## config.mk

```make
export PLATFORM = sky130hd
export DESIGN_NAME = sd_cmd_responder
export DESIGN_NICKNAME = d
export VERILOG_FILES = /design/src/rtl/sd_cmd_responder.sv
export SDC_FILE = /design/constraint.sdc
export NUM_CORES = 1
export LEC_CHECK = 0
export CORE_MARGIN = 8
export CORE_UTILIZATION = 49
export DETAILED_ROUTE_END_ITERATION = 8
export PLACE_DENSITY = 0.8
export SLEW_MARGIN = 20
export SYNTH_ARGS = -nofsm -noshare
export SYNTH_HDL_FRONTEND = slang
export SYNTH_SLANG_ARGS = --single-unit
```

## constraint.sdc

```tcl
create_clock -name iclk -period 2.06 [get_ports iclk]
set_input_delay 0.206 -clock iclk [delete_from_list [all_inputs] [get_ports iclk]]
set_output_delay 0.206 -clock iclk [all_outputs]
set_load 0.03 [all_outputs]
```

## src/rtl/sd_cmd_responder.sv

```systemverilog
// sd_cmd_responder: card-side SD CMD engine - receives 48-bit host commands, checks CRC7,
// hands index/argument to card logic and serialises the response. Define SD_RESP_R2_EN for 136-bit R2.
module sd_cmd_responder #(
  parameter int unsigned NCR = 2
) (
  input  logic         iclk,
  input  logic         irst_n,
  input  logic         icmd_sd,
  output logic         ocmd_sd,
  output logic         ocmd_sd_en,
  output logic         ocmd_valid,
  output logic [5:0]   ocmd_index,
  output logic [31:0]  ocmd_arg,
  output logic         ocrc_err,
  output logic         oresp_ready,
  input  logic         iresp_valid,
  input  logic         iresp_none,
  input  logic         iresp_long,
  input  logic         iresp_nocrc,
  input  logic [127:0] iresp_data,
  output logic         obusy
);

`ifdef SD_RESP_R2_EN
  localparam int unsigned TXW = 8;
  localparam int unsigned SRW = 128;
`else
  localparam int unsigned TXW = 6;
  localparam int unsigned SRW = 40;
`endif
  localparam logic [5:0] NCR_M1 = 6'(NCR - 1);

  typedef enum logic [2:0] {IDLE, RX, CHECK, WAIT_RESP, TX} state_t;
  state_t state;

  logic [46:0]    rx_sr;
  logic [5:0]     rx_cnt;
  logic [6:0]     crc_q;
  logic [5:0]     ncr_cnt;
  logic [SRW-1:0] tx_sr;
  logic [TXW-1:0] tx_cnt;
  logic           tx_nocrc;
  logic [TXW-1:0] crc_lo, crc_pos, crc_end, tx_len;

`ifdef SD_RESP_R2_EN
  logic tx_long;
  logic unused_lsb;
  assign unused_lsb = ^iresp_data[7:0];
`else
  logic unused_in;
  assign unused_in = ^{iresp_long, iresp_data[127:38]};
`endif

  function automatic logic [6:0] crc7_step(input logic [6:0] c, input logic b);
    logic fb;
    fb = c[6] ^ b;
    return {c[5:3], c[2] ^ fb, c[1:0], fb};
  endfunction

  always_comb begin
    crc_lo  = '0;
    crc_pos = TXW'(40);
    crc_end = TXW'(47);
    tx_len  = TXW'(48);
`ifdef SD_RESP_R2_EN
    if (tx_long) begin
      crc_lo  = TXW'(8);
      crc_pos = TXW'(128);
      crc_end = TXW'(135);
      tx_len  = TXW'(136);
    end
`endif
  end

  assign obusy = (state != IDLE);

  always_ff @(posedge iclk or negedge irst_n) begin
    if (!irst_n) begin
      state       <= IDLE;
      ocmd_sd     <= 1'b1;
      ocmd_sd_en  <= 1'b0;
      ocmd_valid  <= 1'b0;
      ocmd_index  <= '0;
      ocmd_arg    <= '0;
      ocrc_err    <= 1'b0;
      oresp_ready <= 1'b0;
      rx_sr       <= '0;
      rx_cnt      <= '0;
      crc_q       <= '0;
      ncr_cnt     <= '0;
      tx_sr       <= '0;
      tx_cnt      <= '0;
      tx_nocrc    <= 1'b0;
`ifdef SD_RESP_R2_EN
      tx_long     <= 1'b0;
`endif
    end else begin
      ocmd_valid <= 1'b0;
      ocrc_err   <= 1'b0;
      unique case (state)
        IDLE: begin
          if (!icmd_sd) begin
            state  <= RX;
            rx_cnt <= 6'd1;
            rx_sr  <= '0;
            crc_q  <= '0;
          end
        end
        RX: begin
          rx_sr <= {rx_sr[45:0], icmd_sd};
          if (rx_cnt < 6'd40) crc_q <= crc7_step(crc_q, icmd_sd);
          if (rx_cnt == 6'd47) state <= CHECK;
          else rx_cnt <= rx_cnt + 6'd1;
        end
        CHECK: begin
          if (!rx_sr[46]) begin
            state <= IDLE;
          end else if ((rx_sr[7:1] != crc_q) || !rx_sr[0]) begin
            ocrc_err <= 1'b1;
            state    <= IDLE;
          end else begin
            ocmd_index  <= rx_sr[45:40];
            ocmd_arg    <= rx_sr[39:8];
            ocmd_valid  <= 1'b1;
            oresp_ready <= 1'b1;
            ncr_cnt     <= 6'd1;
            state       <= WAIT_RESP;
          end
        end
        WAIT_RESP: begin
          if (ncr_cnt != 6'h3F) ncr_cnt <= ncr_cnt + 6'd1;
          if (iresp_valid) begin
            oresp_ready <= 1'b0;
            if (iresp_none) begin
              state <= IDLE;
            end else begin
              state    <= TX;
              tx_cnt   <= '0;
              crc_q    <= '0;
              tx_nocrc <= iresp_nocrc;
`ifdef SD_RESP_R2_EN
              tx_long <= iresp_long;
              if (iresp_long) tx_sr <= {2'b00, 6'h3F, iresp_data[127:8]};
              else            tx_sr <= {2'b00, iresp_data[37:0], 88'b0};
`else
              tx_sr <= {2'b00, iresp_data[37:0]};
`endif
            end
          end else if (!icmd_sd) begin
            oresp_ready <= 1'b0;
            state       <= RX;
            rx_cnt      <= 6'd1;
            rx_sr       <= '0;
            crc_q       <= '0;
          end
        end
        TX: begin
          if (ncr_cnt != 6'h3F) ncr_cnt <= ncr_cnt + 6'd1;
          // ncr_cnt holds (edge - E - 1); the start bit waits until edge E+NCR
          if ((tx_cnt != '0) || (ncr_cnt >= NCR_M1)) begin
            if (tx_cnt == tx_len) begin
              ocmd_sd_en <= 1'b0;
              ocmd_sd    <= 1'b1;
              state      <= IDLE;
            end else begin
              ocmd_sd_en <= 1'b1;
              tx_cnt     <= tx_cnt + TXW'(1);
              if (tx_cnt < crc_pos) begin
                ocmd_sd <= tx_sr[SRW-1];
                tx_sr   <= {tx_sr[SRW-2:0], 1'b0};
                if (tx_cnt >= crc_lo) crc_q <= crc7_step(crc_q, tx_sr[SRW-1]);
              end else if (tx_cnt < crc_end) begin
                ocmd_sd <= tx_nocrc | crc_q[6];
                crc_q   <= {crc_q[5:0], 1'b0};
              end else begin
                ocmd_sd <= 1'b1;
              end
            end
          end
        end
        default: state <= IDLE;
      endcase
    end
  end

endmodule

```

==> results.txt, run 1 <==
The critical path required time is 2.35 ns. In this run the critical register-to-register path is launched from state[1]. The overflow left after global routing is 0. The number of distinct library cell variants in the gate-level netlist after synthesis came out at 66. The chip height came out at 135.1 µm. The pre-antenna-repair detailed-routing pass consisted of 5 iterations.

The growth of design area from synthesis to finish is 25.85%. After synthesis the netlist holds a flip-flop and latch count of 159. The number of global-route vias before repair is slightly below 5k.

The endpoint identified for the worst register-to-register timing path is tx_sr[29]. VDD sags by at most ~770 µV. The post-detailed-placement half-perimeter wirelength is 9.806 mm.

The diode insertion count for antenna repair is 0. The primary flip-flop cell chosen by synthesis mapping is dfrtp_1. The number of buffers inserted by post-CTS setup repair is 0. The count of vias placed by the detailed router is between 4k and 5k. During synthesis, Yosys emitted a total of 0 warnings. The width of the chip is approximately 140 µm. When the netlist entered floorplanning its net count stood at about 700.

The post-synthesis cell count is between 500 and 600. The tree is rooted in a clkbuf_16. The worst setup path is of the reg2reg kind. At the end of routability-driven placement, the weighted congestion stood at about 0.85. The overall fraction of global-route tracks in use is between 15 and 20%. The critical path capture point type is a flip-flop.

The biggest fanout along the worst timing path is 38. For this run, the post-layout net count is 801. The area of the core is 13880 µm². The worst setup path is launched from a flip-flop. The first-pass GRT wire length came out at 23.97 mm. In this run the power density over the cells is ~1200 nW/µm². The filler cells instantiated in the layout total between 1k and 1.5k.

Clock-pin slew was measured on the worst setup and hold paths at approximately 0.060 ns. The length in cells of the worst reg-to-reg path is 5. The count of input and output buffers is 87. The number of failing hold endpoints at the final stage came out at 0. In this run the remaining antenna-violating nets after routing total 0. The post-synthesis sequential area ratio is 57.25%.

Dividing the detail-routed wire length by the instance count gives roughly 17 µm. The number of DRC markers in iteration 0 came out at ~300. The clock skew is slightly below 0.008 ns. Static timing analysis puts the maximum clock frequency at about 510 MHz. Across the run, the number of max-cap violations was 0. The flow ran to the end, and the final reports show no timing, DRC or antenna violations. The setup check on the worst reg-to-reg path leaves a slack of slightly above 0.09 ns. The maximum number of pins on one net before global-route repair came out at 77.

The summed instance area of the synthesized netlist came out at just under 7000 µm². The setup-violating endpoint count in the final report came out at 0. The analysis attributes to cell leakage a power of approximately 3.9 nW.

TritonCTS built the clock tree. The initialized floorplan defines 43 standard-cell rows. Including well taps, the total number of placed cells is around 820. Setup repair after global routing could not meet its margin everywhere. The number of enable-type register cells in the synthesized netlist is 0. Cells with a size suffix above 1 make up 17.14% of the layout. The die covers ~18000 µm². The final critical path takes up a little over nine tenths of the cycle.

The initial core utilization is about half. The signal arrival time at the worst endpoint is 2.26 ns. In this run the tightest slew margin relative to its limit is between 60% and 70%. Counting the buffers created by CTS gives 17.

The final cell count without fillers came out at roughly 850. The H-tree level count is 4. The post-route core utilization is a little over three fifths. The initial antenna violation count is 0. For this run, design rule violations remaining after detail routing come to 0. For the pin with the worst max-slew slack, the measured transition is 0.5796 ns. The largest buffer count on any clock path came out at 2.

The total I/O pin count is between 150 and 200. The sink count of the clock tree came out at ~160. The worst hold path belongs to the class in2async. The clock period could shrink to slightly below 2 ns. The later-pin clock latency in the skew report is 0.42 ns.

The average cell area after synthesis came out at 12.39 µm². Dividing the detail-routed via count by the number of cells gives roughly 5.6. The final wirelength came out at approximately 15 mm.

In the synthesized netlist the async set-or-reset flop fraction comes to 100.0%. The number of slew-limit violations in the final report is 0.
-- stage by stage --
| step | power [mW] | setup slack (ns) | area, µm² | setup TNS [ns] | hold WS, ns |
|---|---|---|---|---|---|
| after floorplan | 6.206 | 0.1861 | 6952 | 0 | -0.08959 |
| after global placement | 6.969 | 0.04397 | 8100 | 0 | 0.2111 |
| after detailed placement | 7.147 | 0.0006057 | 8100 | 0 | 0.2284 |
| after CTS | 10.30 | 0.04389 | 8701 | 0 | 0.3541 |
| after global routing | 10.86 | -0.009755 | 8748 | -0.06539 | 0.3929 |
| final | 10.29 | 0.09226 | 8748 | 0 | 0.3251 |
-- placed cells by master (no fill, tap or decap), types with 2 or more instances in the layout --
master	n
bufinv_16	3
clkinv_2	4
a22o_1	55
a32o_1	3
nor2_1	18
o21ai_0	36
clkdlybuf4s50_1	85
clkbuf_1	2
xnor2_1	8
o31ai_1	3
clkinvlp_4	3
clkbuf_16	18
inv_1	6
o22a_1	2
a31oi_1	5
or2_2	3
o22ai_1	4
nand3_1	3
nand2b_1	5
nand2_1	58
ha_1	7
dfrtp_1	158
xor2_1	4
and3_1	3
buf_4	18
nor2b_1	5
a21oi_1	11
nand4_1	5
o21ai_1	7
mux2i_1	39
a41oi_1	2
a21boi_2	2
nand3b_1	3
buf_12	5
mux2_2	40
-- area by class of cell --
type | count | area (µm²) | share of cell area [%]
Sequential cell | 159 | 3980 | 45.49
Multi-Input combinational cell | 363 | 2791 | 31.91
Timing Repair Buffer | 112 | 1141 | 13.04
Clock buffer | 20 | 446.7 | 5.106
Tap cell | 180 | 225.2 | 2.574
Clock inverter | 11 | 141.4 | 1.616
Inverter | 6 | 22.52 | 0.2574
-- state kept, by name, indices dropped and copies added (netlist names) --
register and count:
rx_sr 47, tx_sr 40, ocmd_arg 32, crc_q 7
ncr_cnt 6, ocmd_index 6, rx_cnt 6, tx_cnt 6
state 3, ocmd_sd 1, ocmd_sd_en 1, ocmd_valid 1
ocrc_err 1, oresp_ready 1, tx_nocrc 1
-- where the power goes --
part,switching [mW],internal [mW]
registers,0.538,3.76
logic,1.62,1.26
clock network,1.19,1.92
total,3.35,6.94
-- cells by family (layout without fill, tap and decap cells) --
family                     after synthesis  count (layout)  synth area share, %
adders and majority gates                7               7                1.260
buffers and inverters                   39             149                3.294
and+or+nand+nor                        118             118                8.910
xor gates and xnor gates                12              12                1.512
DFF                                    159             159                57.25
AOI/OAI and AO/OA                      147             147                15.68
muxes                                   79              79                12.09
-- worst max-delay path, stage by stage (launching register included) --
cell and delay, ns:
dfrtp_1 0.45, nor3b_4 0.41, nand2_1 0.30, o21ai_4 0.30, clkbuf_16 0.27, o21ai_0 0.11
-- metal layers --
| layer | wire (µm) | GRT usage, % | part of all wire (%) | vias to the layer above |
|---|---|---|---|---|
| li1 | - | - | - | 2243 |
| met5 | 0 | 0 | 0 | - |
| met3 | 553 | 4.421 | 3.8 | 23 |
| met4 | 283 | 6.046 | 1.9 | 0 |
| met2 | 7523 | 26.93 | 51 | 101 |
| met1 | 6355 | 19.67 | 43 | 2383 |
-- cells in the mapped netlist, types with 6 or more instances --
library cell | number | area (µm²)
o21ai_1 | 7 | 35.03
clkbuf_1 | 13 | 48.80
a22o_1 | 55 | 481.7
buf_2 | 9 | 45.04
ha_1 | 7 | 87.58
o21ai_0 | 36 | 180.2
mux2i_1 | 39 | 390.4
xnor2_1 | 8 | 70.07
buf_6 | 8 | 90.09
inv_1 | 6 | 22.52
nand2_1 | 58 | 217.7
dfrtp_1 | 158 | 3954
nor2_1 | 18 | 67.56
mux2_2 | 40 | 450.4
a21oi_1 | 11 | 55.05
-- how the worst max path moves through the flow --
stage,end,from,cells past startpoint
final,tx_sr[29],state[1],5
after global routing,tx_sr[26],state[1],6
after CTS,tx_sr[17],ncr_cnt[1],7
after detailed placement,crc_q[0],ncr_cnt[0],7
after global placement,crc_q[3],ncr_cnt[0],7
after floorplan,ocmd_arg[0],state[0],4
-- what timing repair did --
item | CTS | global route
hold buffers | 1 | 0
gates resized for setup | 2 | 3
gates cloned | 0 | 1
hold endpoints to repair | 56 | 0
setup endpoints to repair | 3 | 47
pin swaps | 0 | 3
No activity file was read; power rests on OpenSTA's default activity.
==> run 2, diff against run 1 <==
--- a/config.mk
+++ b/config.mk
@@ -5,10 +5,12 @@
 export SDC_FILE = /design/constraint.sdc
 export NUM_CORES = 1
 export LEC_CHECK = 0
+export ABC_AREA = 1
 export CORE_MARGIN = 8
-export CORE_UTILIZATION = 49
+export CORE_UTILIZATION = 50
+export CTS_CLUSTER_SIZE = 25
 export DETAILED_ROUTE_END_ITERATION = 8
-export PLACE_DENSITY = 0.8
+export PLACE_DENSITY = 0.81
 export SLEW_MARGIN = 20
 export SYNTH_ARGS = -nofsm -noshare
 export SYNTH_HDL_FRONTEND = slang
==> results.txt, run 2 <==
The final wirelength came out at between 15 and 20 mm. The post-route cell area came out at a little under 9000 µm². The reg-to-reg critical path endpoint is rx_cnt[2].

After detailed placement, the total cell area comes to ~8400 µm². The width of the chip came out at approximately 140 µm. The post-detailed-placement half-perimeter wirelength came out at between 10 and 15 mm. The source of the critical timing path is state[2].

Clock-pin slew was measured on the worst setup and hold paths at 0.06 ns. The fraction of post-synthesis cell area in the top cell type by area is between 50% and 60%. The largest registers in the layout are rx_sr (47), tx_sr (40), ocmd_arg (32). Each instance of the synthesized netlist takes up on average roughly 8.7 µm². The maximum VDD drop came out at between 600 and 700 µV.

The synthesized design contains ~160 register bits. The count of vias placed by the detailed router came out at about 5.8k. The detailed router finished its first iteration with 434 violations. The library cells used most frequently in the layout, excluding fill and tap cells, are nand2_1, dfrtp_1, o21ai_0. The worst hold margin is between 0.2 and 0.3 ns. The run finished with clean final reports.

The delay of the slowest cell on the worst path is 0.45 ns. Routability-driven placement finished with a final weighted congestion of about 0.86. The mean routed wirelength per cell is 14.02 µm.

The standby leakage power came out at around 4.4 nW. In this run the worst setup path terminates at obusy. The initial core utilization came out at between 50% and 60%. Setup repair after global routing left no endpoint under its margin. The overflow left after global routing came out at 0. Max-cap violations in this run came to 0. The root buffer cell chosen for the clock tree is clkbuf_16. For this run, design rule violations remaining after detail routing come to 0. Summed over all failing endpoints, the final setup total negative slack is 0 ns. Leaving out fill and tap cells, the most frequent cell in the layout is nand2_1. The length in cells of the worst reg-to-reg path came out at 9.

The chip height came out at approximately 140 µm. The total I/O pin count came out at approximately 180. The first-pass GRT wire length came out at 26.92 mm. The largest buffer count on any clock path came out at 2. The slowest stage of the critical path belongs to the cell dfrtp_1. The number of buffers inserted by post-CTS setup repair came out at 0. The CTS buffer count came out at 17.

The number of slew-limit violations in the final report came out at 0. The startpoint of the most critical register-to-register path is state[0]. After layout, the worst setup slack is between 0.15 and 0.2 ns. The number of distinct library cell variants in the gate-level netlist after synthesis is 34. Setup violations remaining at the end of the flow were counted as 0. In this run the remaining antenna-violating nets after routing total 0. The signal arrival time at the worst endpoint came out at ~1.7 ns. The number of failing hold endpoints at the final stage is 0. The critical path capture point type is a primary output. The number of global-route vias before repair came out at 5717.

The overall fraction of global-route tracks in use came out at 17.88%. The biggest fanout along the worst timing path came out at 6. The post-route clock period utilization came out at 91.51%. The number of enable-type register cells in the synthesized netlist came out at 0. The worst setup path is launched from a flip-flop. In this run the tool buffered the top-level ports with a little under 90 buffer cells.

The relative max-transition margin is between 60% and 70%. In the synthesized netlist the dominant register cell turns out to be dfrtp_1. The diode insertion count for antenna repair came out at 0. By count the netlist is led by nand2_1, dfrtp_1, o21ai_0.

The maximum number of pins on one net before global-route repair came out at 78. The post-synthesis cell count came out at about 840. The clock skew came out at 0.008845 ns. The worst hold path belongs to the class in2async. The number of nets handed over by synthesis was approximately 980. The initial antenna violation count is 0. The post-place setup slack is slightly below 0.2 ns.

The minimum period implied by the final worst setup slack is roughly 1.9 ns. By instance count, the leading cell after synthesis is nand2_1. The summed instance area of the synthesized netlist is 7288 µm². The register with the most flip-flops in the layout has 47 of them. The cell area power density came out at ~1200 nW/µm².

The die footprint is between 15000 and 20000 µm². The sink count of the clock tree is approximately 160. The row count came out at between 40 and 50. Traced cell by cell, the critical path runs through inv_2 -> nand2_1 -> nor2_1 -> inv_1 -> dlygate4sd2_1. The overall power of the completed layout came out at about 11 mW.

The later-pin clock latency in the skew report came out at about 0.42 ns. After synthesis, the share of flip-flops with an asynchronous set or reset is 100.0%. The largest register by flop count is rx_sr. The critical path in this run is classified as reg2out. The timing-limited maximum frequency came out at ~530 MHz. The pre-antenna-repair detailed-routing pass consisted of 7 iterations. By area the synthesized netlist is led by dfrtp_1, nand2_1, o21ai_0, mux2i_1, inv_1.

The H-tree level count is 4. The critical path required time is about 1.9 ns. The mean number of vias per cell is 5.194. During synthesis, Yosys emitted a total of 0 warnings. TritonCTS built the clock tree. The slew of the pin with the lowest slew margin is about 0.57 ns. The post-synthesis sequential area ratio came out at between 50% and 60%. The number of nets in the layout is 1061. The share of post-route cells with drive strength above 1 is 6.552%. The cell taking the most area after synthesis is dfrtp_1.

The register-to-register path setup slack came out at around 0.19 ns. The area growth from synthesis to layout is 22.76%. The area of the core came out at between 10000 and 15000 µm².
run 2: power by group:
part	switching, mW	total, mW	internal (mW)
combinational	1.94	3.05	1.11
sequential	0.617	4.59	3.98
clock	1.23	3.11	1.88
run 2: critical path: cells and delay by family, from the launching register on:
kind	cells	cell delay, ns
buf+inv	3	0.52
simple gates	2	0.29
flops	1	0.45
run 2: routing by layer:
| layer | track usage [%] | vias up | wire, µm |
|---|---|---|---|
| li1 | - | 2857 | - |
| met2 | 28.66 | 147 | 7753 |
| met1 | 22.78 | 2762 | 6868 |
| met3 | 4.038 | 25 | 701 |
| met5 | 0 | - | 0 |
| met4 | 7.871 | 0 | 305 |
run 2: what timing repair did:
item                                    4_1_cts  5_1_grt
endpoints found under the setup margin        1        5
hold buffers                                  1        0
resized for setup                             1        1
endpoints found under the hold margin        43        0
run 2: cells by family after synthesis:
logic type | Yosys count | synth area share [%]
buffers and inverters | 129 | 7.760
XOR/XNOR | 10 | 1.202
multiplexers | 38 | 5.236
flip-flops | 159 | 54.61
adder cells (fa/ha/maj) | 7 | 1.202
AO/OA/AOI/OAI | 156 | 10.92
AND/OR/NAND/NOR | 337 | 19.07
run 2: how the worst min path moves through the flow:
stage          depth (start not counted)         to  slack (ns)   start
2_1_floorplan                          0   crc_q[0]       -0.09  irst_n
6_report                               2  tx_cnt[2]        0.30  irst_n
3_5_place_dp                           1  tx_cnt[2]        0.18  irst_n
3_3_place_gp                           1  tx_cnt[2]        0.18  irst_n
4_1_cts                                2  tx_sr[22]        0.30  irst_n
5_1_grt                                2  tx_sr[16]        0.33  irst_n
run 2: final cells by class:
type	instances	area (µm²)
sequential	159	3980
tap	184	230.2
timing repair buffer	103	1069
multi-input combinational	548	2745
clock inverter	8	107.6
fill	1148	5421
clock buffer	23	478.0
inverter	90	337.8
run 2: metrics by stage:
stage / std cells / utilization, %
2_1_floorplan: 836 / -
3_3_place_gp: 1083 / 58.12
3_5_place_dp: 1083 / 58.12
4_1_cts: 1115 / 62.25
5_1_grt: 1115 / 62.27
6_report: 1115 / 62.27
